`src/rtl/uc_multicycle.sv`:
```
// Multicycle instruction control unit: IDLE/DECODE/EXEC/MEM/WB sequencer driving ALU, register file and memory strobes.
// Define UC_MEM_TIMEOUT_EN to abandon memory accesses whose ack never arrives (bus_err_o pulse); otherwise MEM waits forever.
module uc_multicycle #(
   parameter int INSTR_W     = 16,
   parameter int OPC_W       = 4,
   parameter int RA_W        = 4,
   parameter int TIMEOUT_CYC = 16
) (
   input  logic               clk,
   input  logic               rst_n,
   input  logic [INSTR_W-1:0] instr_i,
   input  logic               instr_vld_i,
   output logic               instr_rdy_o,
   input  logic               zero_i,
   input  logic               ack_i,
   output logic               stb_o,
   output logic               mem_we_o,
   output logic [2:0]         alu_control_o,
   output logic [5:0]         alu_shift_o,
   output logic [RA_W-1:0]    read_addr_o,
   output logic [RA_W-1:0]    write_addr_o,
   output logic               rf_we_o,
   output logic [1:0]         pc_mux_o,
   output logic               busy_o,
   output logic               illegal_o,
   output logic               bus_err_o
);

   localparam int IMM_W = INSTR_W - OPC_W - 2 * RA_W;
   localparam int CNT_W = $clog2(TIMEOUT_CYC + 1);

`ifdef UC_MEM_TIMEOUT_EN
   localparam bit TIMEOUT_EN = 1'b1;
`else
   localparam bit TIMEOUT_EN = 1'b0;
`endif

   localparam logic [OPC_W-1:0] OP_ADD = OPC_W'(1);
   localparam logic [OPC_W-1:0] OP_SHL = OPC_W'(6);
   localparam logic [OPC_W-1:0] OP_SHR = OPC_W'(7);
   localparam logic [OPC_W-1:0] OP_LD  = OPC_W'(8);
   localparam logic [OPC_W-1:0] OP_ST  = OPC_W'(9);
   localparam logic [OPC_W-1:0] OP_BEQ = OPC_W'(10);
   localparam logic [OPC_W-1:0] OP_JMP = OPC_W'(11);
   localparam logic [OPC_W-1:0] OP_ILL = OPC_W'(12);

   typedef enum logic [2:0] {IDLE, DECODE, EXEC, MEM, WB} state_t;

   state_t             state, next_state;
   logic [INSTR_W-1:0] ir;
   logic [CNT_W-1:0]   mem_cnt;
   logic               bus_err_q;

   logic [OPC_W-1:0]   opcode;
   logic [OPC_W-1:0]   opcode_m1;
   logic [RA_W-1:0]    rd, rs;
   logic [IMM_W-1:0]   imm;
   logic [5:0]         shift_val;
   logic               is_alu, is_ld, is_st, is_illegal, timeout;

   assign opcode     = ir[INSTR_W-1 -: OPC_W];
   assign rd         = ir[INSTR_W-OPC_W-1 -: RA_W];
   assign rs         = ir[INSTR_W-OPC_W-RA_W-1 -: RA_W];
   assign imm        = ir[IMM_W-1:0];
   assign shift_val  = 6'(imm);
   assign opcode_m1  = opcode - OPC_W'(1);
   assign is_alu     = (opcode >= OP_ADD) && (opcode <= OP_SHR);
   assign is_ld      = (opcode == OP_LD);
   assign is_st      = (opcode == OP_ST);
   assign is_illegal = (opcode >= OP_ILL);

   // The last MEM cycle without ack expires the access; ack in that same cycle still wins.
   assign timeout    = TIMEOUT_EN && (state == MEM) && (mem_cnt == CNT_W'(TIMEOUT_CYC - 1));
   assign bus_err_o  = TIMEOUT_EN ? bus_err_q : 1'b0;

   always_ff @(posedge clk or negedge rst_n) begin
      if (!rst_n) state <= IDLE;
      else        state <= next_state;
   end

   always_ff @(posedge clk or negedge rst_n) begin
      if (!rst_n) begin
         ir        <= '0;
         mem_cnt   <= '0;
         bus_err_q <= 1'b0;
      end else begin
         if (state == IDLE && instr_vld_i) ir <= instr_i;
         mem_cnt   <= (state == MEM) ? mem_cnt + CNT_W'(1) : '0;
         bus_err_q <= timeout && !ack_i;
      end
   end

   always_comb begin
      next_state = state;
      case (state)
         IDLE:    if (instr_vld_i) next_state = DECODE;
         DECODE:  next_state = is_illegal ? IDLE : EXEC;
         EXEC: begin
            if (is_alu)               next_state = WB;
            else if (is_ld || is_st)  next_state = MEM;
            else                      next_state = IDLE;
         end
         MEM: begin
            if (ack_i)        next_state = is_ld ? WB : IDLE;
            else if (timeout) next_state = IDLE;
         end
         WB:      next_state = IDLE;
         default: next_state = IDLE;
      endcase
   end

   // Ready is masked by rst_n so every output reads 0 while reset is held.
   always_comb begin
      instr_rdy_o   = 1'b0;
      stb_o         = 1'b0;
      mem_we_o      = 1'b0;
      alu_control_o = 3'd0;
      alu_shift_o   = 6'd0;
      read_addr_o   = '0;
      write_addr_o  = '0;
      rf_we_o       = 1'b0;
      pc_mux_o      = 2'd0;
      illegal_o     = 1'b0;
      busy_o        = (state != IDLE);
      case (state)
         IDLE:   instr_rdy_o = rst_n;
         DECODE: begin
            read_addr_o = rs;
            illegal_o   = is_illegal;
         end
         EXEC: begin
            if (is_alu) alu_control_o = opcode_m1[2:0];
            if (opcode == OP_SHL || opcode == OP_SHR) alu_shift_o = shift_val;
            if (opcode == OP_BEQ)      pc_mux_o = zero_i ? 2'd1 : 2'd0;
            else if (opcode == OP_JMP) pc_mux_o = 2'd2;
         end
         MEM: begin
            stb_o    = 1'b1;
            mem_we_o = is_st;
         end
         WB: begin
            rf_we_o      = 1'b1;
            write_addr_o = rd;
         end
         default: ;
      endcase
   end

endmodule
```
`config.mk`:
```
export PLATFORM = sky130hd
export DESIGN_NAME = uc_multicycle
export DESIGN_NICKNAME = d
export VERILOG_FILES = /design/src/rtl/uc_multicycle.sv
export SDC_FILE = /design/constraint.sdc
export NUM_CORES = 1
export LEC_CHECK = 0
export ABC_AREA = 1
export BUFFER_PORTS_ARGS = -buffer_cell sky130_fd_sc_hd__buf_2
export CAP_MARGIN = 20
export CORE_AREA = 8 8 50 68
export CTS_CLUSTER_DIAMETER = 80
export CTS_CLUSTER_SIZE = 28
export DETAILED_ROUTE_END_ITERATION = 10
export DIE_AREA = 0 0 58 76
export PLACE_DENSITY = 0.76
export REMOVE_ABC_BUFFERS = 1
export SKIP_LAST_GASP = 1
export SYNTH_ARGS = -nofsm -noshare
export SYNTH_HDL_FRONTEND = slang
export SYNTH_SLANG_ARGS = --single-unit
export TNS_END_PERCENT = 10
```
`constraint.sdc`:
```
create_clock -name clk -period 3.4 [get_ports clk]
set_input_delay 0.68 -clock clk [delete_from_list [all_inputs] [get_ports clk]]
set_output_delay 0.68 -clock clk [all_outputs]
set_load 0.1 [all_outputs]
```
==> results.json, run 1 <==
{
  "die_width_um": 58,
  "cts_hold_buf": 0,
  "synth_top_family_by_area": "simple AND/OR/NAND/NOR gates",
  "yosys.area_share.simple": 0.283,
  "grt_max_degree": 33,
  "overflow": 0,
  "hold_violations": 0,
  "max_freq_ghz": 0.396,
  "synthesis.area_sq_um": 1120,
  "firstDrtPassIters": 4,
  "dp_hpwl_mm": 2.15,
  "p_comb_frac": 0.633,
  "synth-seq-cells": 19,
  "register_area_sq_um": 475,
  "place_congestion": 0.836,
  "postCtsSetupRepairBufs": 0,
  "fin_crit_sh": 0.743,
  "rows": 22,
  "start_util": 0.453,
  "synth_cell_types": 23,
  "vias": 1006,
  "hp-class": "in2async",
  "cts-root-buf": "clkbuf_4",
  "portBuffers": 43,
  "cellPowerDensity_nw_per_um2": 1040,
  "drc": 0,
  "utilization": 0.543,
  "io_pins": 47,
  "fillers": 250,
  "dieArea_sq_um": 4410,
  "worstPathRequired_ns": 2.72,
  "path_class": "reg2out",
  "htreeDepth": 1,
  "clock_sinks": 19,
  "clock_power_share": 0.082,
  "clk_path_buf_depth": 2,
  "dr.first_iter.drc_count": 10,
  "synth_compound_area_frac": 0.0892,
  "hold_slack_ns": 0.299,
  "grt_usage": 0.124,
  "syn-instance-count": 142,
  "leakage_nw": 0.796,
  "die_h_um": 76,
  "switching_share": 0.606,
  "wl_per_cell_um": 12.5,
  "antenna_left": 0,
  "p_seq_frac": 0.285,
  "clk_latency_ns": 0.30,
  "worstSetupStartpointType": "flop",
  "drive_gt1_frac": 0.314,
  "yosysSeqAreaShare": 0.424,
  "via_per_inst": 4.81,
  "synthXorXnorAreaFrac": 0.00780,
  "cts_tree": "yes",
  "layout.cells.non_filler": 209,
  "dpl.cell_count": 205,
  "drt-total-wl_mm": 2.60,
  "synthAdderAreaFrac": 0.0557,
  "crit_arrival_ns": 1.85,
  "drv_cap": 0,
  "skew_ns": 0.00489,
  "first_global_vias": 1132,
  "multiInputGateArea_sq_um": 500,
  "maxSlewViolCount": 0,
  "synth.avg_cell_area_sq_um": 7.90,
  "cts_buffers": 3,
  "status": "finished clean",
  "core_sq_um": 2480,
  "grt_pass1_wl_mm": 4.44,
  "switching_power_mw": 0.848,
  "cts.repair.resized": 0,
  "ir_drop_v": 0.000562,
  "rsz0062_at_grt": "false",
  "antenna_found_initial": 0,
  "synth.mux.area_fraction": 0,
  "end_kind": "output port",
  "crit_path_max_fanout": 4,
  "path_clk_slew_ns": 0.11,
  "fin_tns_setup_ns": 0,
  "setup_viol": 0,
  "area_growth_pct": 20.0,
  "nNetsFinal": 212,
  "p_total_mw": 1.40,
  "power.internal_mw": 0.550,
  "period_needed_ns": 2.53,
  "num_antenna_cells": 0,
  "yosysWarnings": 0
}
[cells by family (layout without fill, tap and decap cells)]
| family | count (synthesis) | after routing |
|---|---|---|
| buffers and inverters | 32 | 73 |
| adder cells (fa/ha/maj) | 5 | 5 |
| other | 1 | 3 |
| AO/OA/AOI/OAI | 18 | 18 |
| flip-flops | 19 | 19 |
| AND/OR/NAND/NOR | 66 | 66 |
| XOR/XNOR | 1 | 1 |
[worst paths after layout]
kind,from,end,slack (ns),cells past startpoint
setup / recovery,ir[12],alu_shift_o[0],0.87,5
hold / removal,rst_n,ir[5],0.30,1
setup reg to reg,state[0],ir[14],2.05,4
hold reg to reg,ir[2],ir[2],0.50,2
max in group asynchronous,rst_n,ir[3],2.80,1
min in group clk,ir[2],ir[2],0.50,2
[metal layers]
metal / wire (um) / global-route usage
met5: 0 / 0
met4: 31 / 0.0690
met3: 134 / 0.0287
met2: 1510 / 0.247
met1: 931 / 0.102
[power by group through the flow]
| stage | clock network, mW | registers [mW] | logic, mW |
|---|---|---|---|
| 2_1_floorplan | 0 | 0.388 | 0.745 |
| 5_1_grt | 0.130 | 0.414 | 0.945 |
| 4_1_cts | 0.117 | 0.400 | 0.891 |
| 6_report | 0.115 | 0.399 | 0.885 |
| 3_3_place_gp | 0 | 0.399 | 0.868 |
| 3_5_place_dp | 0 | 0.405 | 0.889 |
[layout make-up]
| class | instances | share of cell area |
|---|---|---|
| Multi-Input combinational cell | 93 | 0.372 |
| Inverter | 26 | 0.0725 |
| Clock inverter | 1 | 0.00372 |
| Sequential cell | 19 | 0.353 |
| Clock buffer | 3 | 0.0167 |
| Timing Repair Buffer | 43 | 0.160 |
| Tap cell | 24 | 0.0223 |
[per-stage QoR]
stage,area [sq um],setup slack [ns]
final,1350,0.874
after global routing,1350,0.733
after CTS,1350,0.847
after detailed placement,1320,1.05
after global placement,1320,1.06
after floorplan,1070,-0.911
[flip-flops by register name (all words and copies together) (netlist names)]
| name | flops |
|---|---|
| ir | 16 |
| state | 3 |
[critical path: stages (launching register included)]
cell and delay [ns]:
dfrtp_1 0.43, inv_1 0.14, ha_1 0.22, o211ai_1 0.19, nor2_1 0.13, buf_2 0.44
[cell usage in the layout, fill, tap and decap left out, drive strengths merged, types with 4 or more instances in the layout]
cell	n
a21oi	13
ha	5
nor2	32
nand3	7
buf	43
o21ai	4
dfrtp	19
inv	26
nand2	20
[synthesized netlist by cell type, drive strengths merged]
cell     n  area, sq um
nor2    32          135
inv     26         97.6
nand2   20         80.1
dfrtp   19          475
a21oi   13         72.6
nand3    7         57.6
buf      6         56.3
ha       5         62.6
o21ai    4         20.0
nand3b   3         22.5
nor3     2         10.0
conb     1         3.75
nand4    1         6.26
nor4     1         6.26
o211ai   1         7.51
xnor2    1         8.76
Note: power is estimated with default switching activity, not from simulation.
==> run 2: changes to the inputs <==
- CORE_AREA: 8 8 50 68 -> 8 8 51 69
- DIE_AREA: 0 0 58 76 -> 0 0 59 77
- PLACE_DENSITY: 0.76 -> 0.74
- clock period: 3.4 -> 2.4 ns (I/O delays scaled with it)
==> run 2 against run 1 <==
  * Clock power up 44%
  * Worst setup slack lost 0.82 ns
  * Combinational power is 41% higher
  * Global-route usage is essentially flat
  * Register-to-register slack got worse by 1.0 ns
  * Utilization shrank 0.19 points
  * Critical path depth fell by 1
  * Worst hold slack got worse by 0.17 ns
==> results.json, run 2 (synthesis gave the netlist of run 1 again) <==
{
  "hold_violations": 0,
  "via_per_inst": 4.55,
  "place_congestion": 0.769,
  "final_common_cell": "buf_2",
  "grt_pass1_wl_mm": 4.55,
  "postPlaceCellArea_sq_um": 1340,
  "firstDrtPassIters": 4,
  "leakage_nw": 0.800,
  "first_global_vias": 1117,
  "crit_start": "ir[12]",
  "rows": 22,
  "path_class": "reg2out",
  "worstSetupStartpointType": "flop",
  "drt-total-wl_mm": 2.70,
  "antenna_found_initial": 0,
  "status": "finished clean",
  "drive_gt1_frac": 0.317,
  "max_freq_ghz": 0.427,
  "setup_viol": 0,
  "maxSlewViolCount": 0,
  "clk_latency_ns": 0.30,
  "overflow": 0,
  "dpl.cell_count": 218,
  "fin_crit_sh": 0.977,
  "vias": 1010,
  "r2r-start": "state[0]",
  "cts_buffers": 3,
  "ir_drop_v": 0.000662,
  "largest_reg_flops": 16,
  "path_delay_family": "buffers and inverters",
  "cp_slowest_cell": "buf_2",
  "fillers": 262,
  "skew_ns": 0.00250,
  "period_needed_ns": 2.34,
  "cts_tree": "yes",
  "layout.cells.non_filler": 222,
  "crit_path_max_fanout": 4,
  "nNetsFinal": 213,
  "crit_arrival_ns": 1.86,
  "cellPowerDensity_nw_per_um2": 1450,
  "htreeDepth": 1,
  "worstPathRequired_ns": 1.92,
  "fin_area_sq_um": 1370,
  "path_clk_slew_ns": 0.11,
  "hp-class": "in2async",
  "num_antenna_cells": 0,
  "largest_register": "ir",
  "area_growth_pct": 22.2,
  "start_util": 0.443,
  "drv_cap": 0,
  "die_h_um": 77,
  "worstPathCellList": "inv_1, ha_1, nor4_1, buf_2",
  "dp_hpwl_mm": 2.19,
  "die_width_um": 59,
  "core_sq_um": 2530,
  "portBuffers": 43,
  "grt_usage": 0.124,
  "final_cell_mix": "buf_2 (42), nor2_1 (30), inv_1 (24), dfrtp_1 (19), nand2_1 (18)",
  "cts-root-buf": "clkbuf_4",
  "dr.first_iter.drc_count": 17,
  "wl_per_cell_um": 12.1,
  "rsz0062_at_grt": "true",
  "dieArea_sq_um": 4540,
  "grt_max_degree": 33,
  "io_pins": 47,
  "top_regs": "ir x16, state x3",
  "path_buf_inv": 2,
  "antenna_left": 0,
  "slowest_delay_ns": 0.49,
  "drc": 0,
  "clock_sinks": 19,
  "clk_path_buf_depth": 2,
  "end_kind": "output port"
}
-- run 2: changes by cell type in the layout (fill, tap and decap cells not counted), sizes merged --
cell    delta
clkbuf     +1
-- run 2: path summary, 6_finish.rpt --
path | cells after the start | slack, ns | endpoint
max | 4 | 0.06 | pc_mux_o[1]
min in group clk | 3 | 0.39 | ir[2]
max in group asynchronous | 2 | 2.07 | state[0]
min reg2reg | 2 | 0.51 | ir[0]
min | 2 | 0.13 | ir[6]
max reg2reg | 4 | 1.00 | ir[15]
-- run 2: through the flow --
step / worst slack (ns) / TNS (ns) / utilization / power [mW] / hold slack [ns]
after floorplan: -1.71 / -12.21 / - / 1.60 / 0.184
after global placement: 0.417 / 0 / 0.530 / 1.81 / 0.463
after detailed placement: 0.384 / 0 / 0.530 / 1.83 / 0.472
after CTS: 0.0336 / 0 / 0.541 / 2.01 / 0.132
after global routing: -0.0606 / -0.259 / 0.542 / 2.12 / 0.151
final: 0.0557 / 0 / 0.542 / 1.99 / 0.127
-- run 2: per-layer routing --
layer | GRT usage | wire length (um) | vias up
met3 | 0.0334 | 150 | 6
li1 | - | - | 516
met4 | 0.0625 | 55 | 0
met1 | 0.119 | 1060 | 461
met5 | 0 | 0 | -
met2 | 0.226 | 1430 | 27
-- run 2: report_power, final --
part           internal [mW]  total [mW]  switching (mW)
logic                  0.254        1.25           0.999
clock network         0.0622       0.166           0.104
registers              0.465       0.569           0.104
-- run 2: cell type report --
| cell class | count | area [sq um] | share of cell area |
|---|---|---|---|
| Clock buffer | 3 | 22.5 | 0.0164 |
| Sequential cell | 19 | 475 | 0.347 |
| Clock inverter | 1 | 5.00 | 0.00365 |
| Tap cell | 36 | 45.0 | 0.0328 |
| Inverter | 26 | 97.6 | 0.0712 |
| Multi-Input combinational cell | 93 | 500 | 0.365 |
| Timing Repair Buffer | 44 | 225 | 0.164 |
-- run 2: what timing repair did --
item	in CTS	in global routing
endpoints found under the setup margin	0	11
hold buffers	0	0
gates resized for setup	0	1
setup buffers	0	0
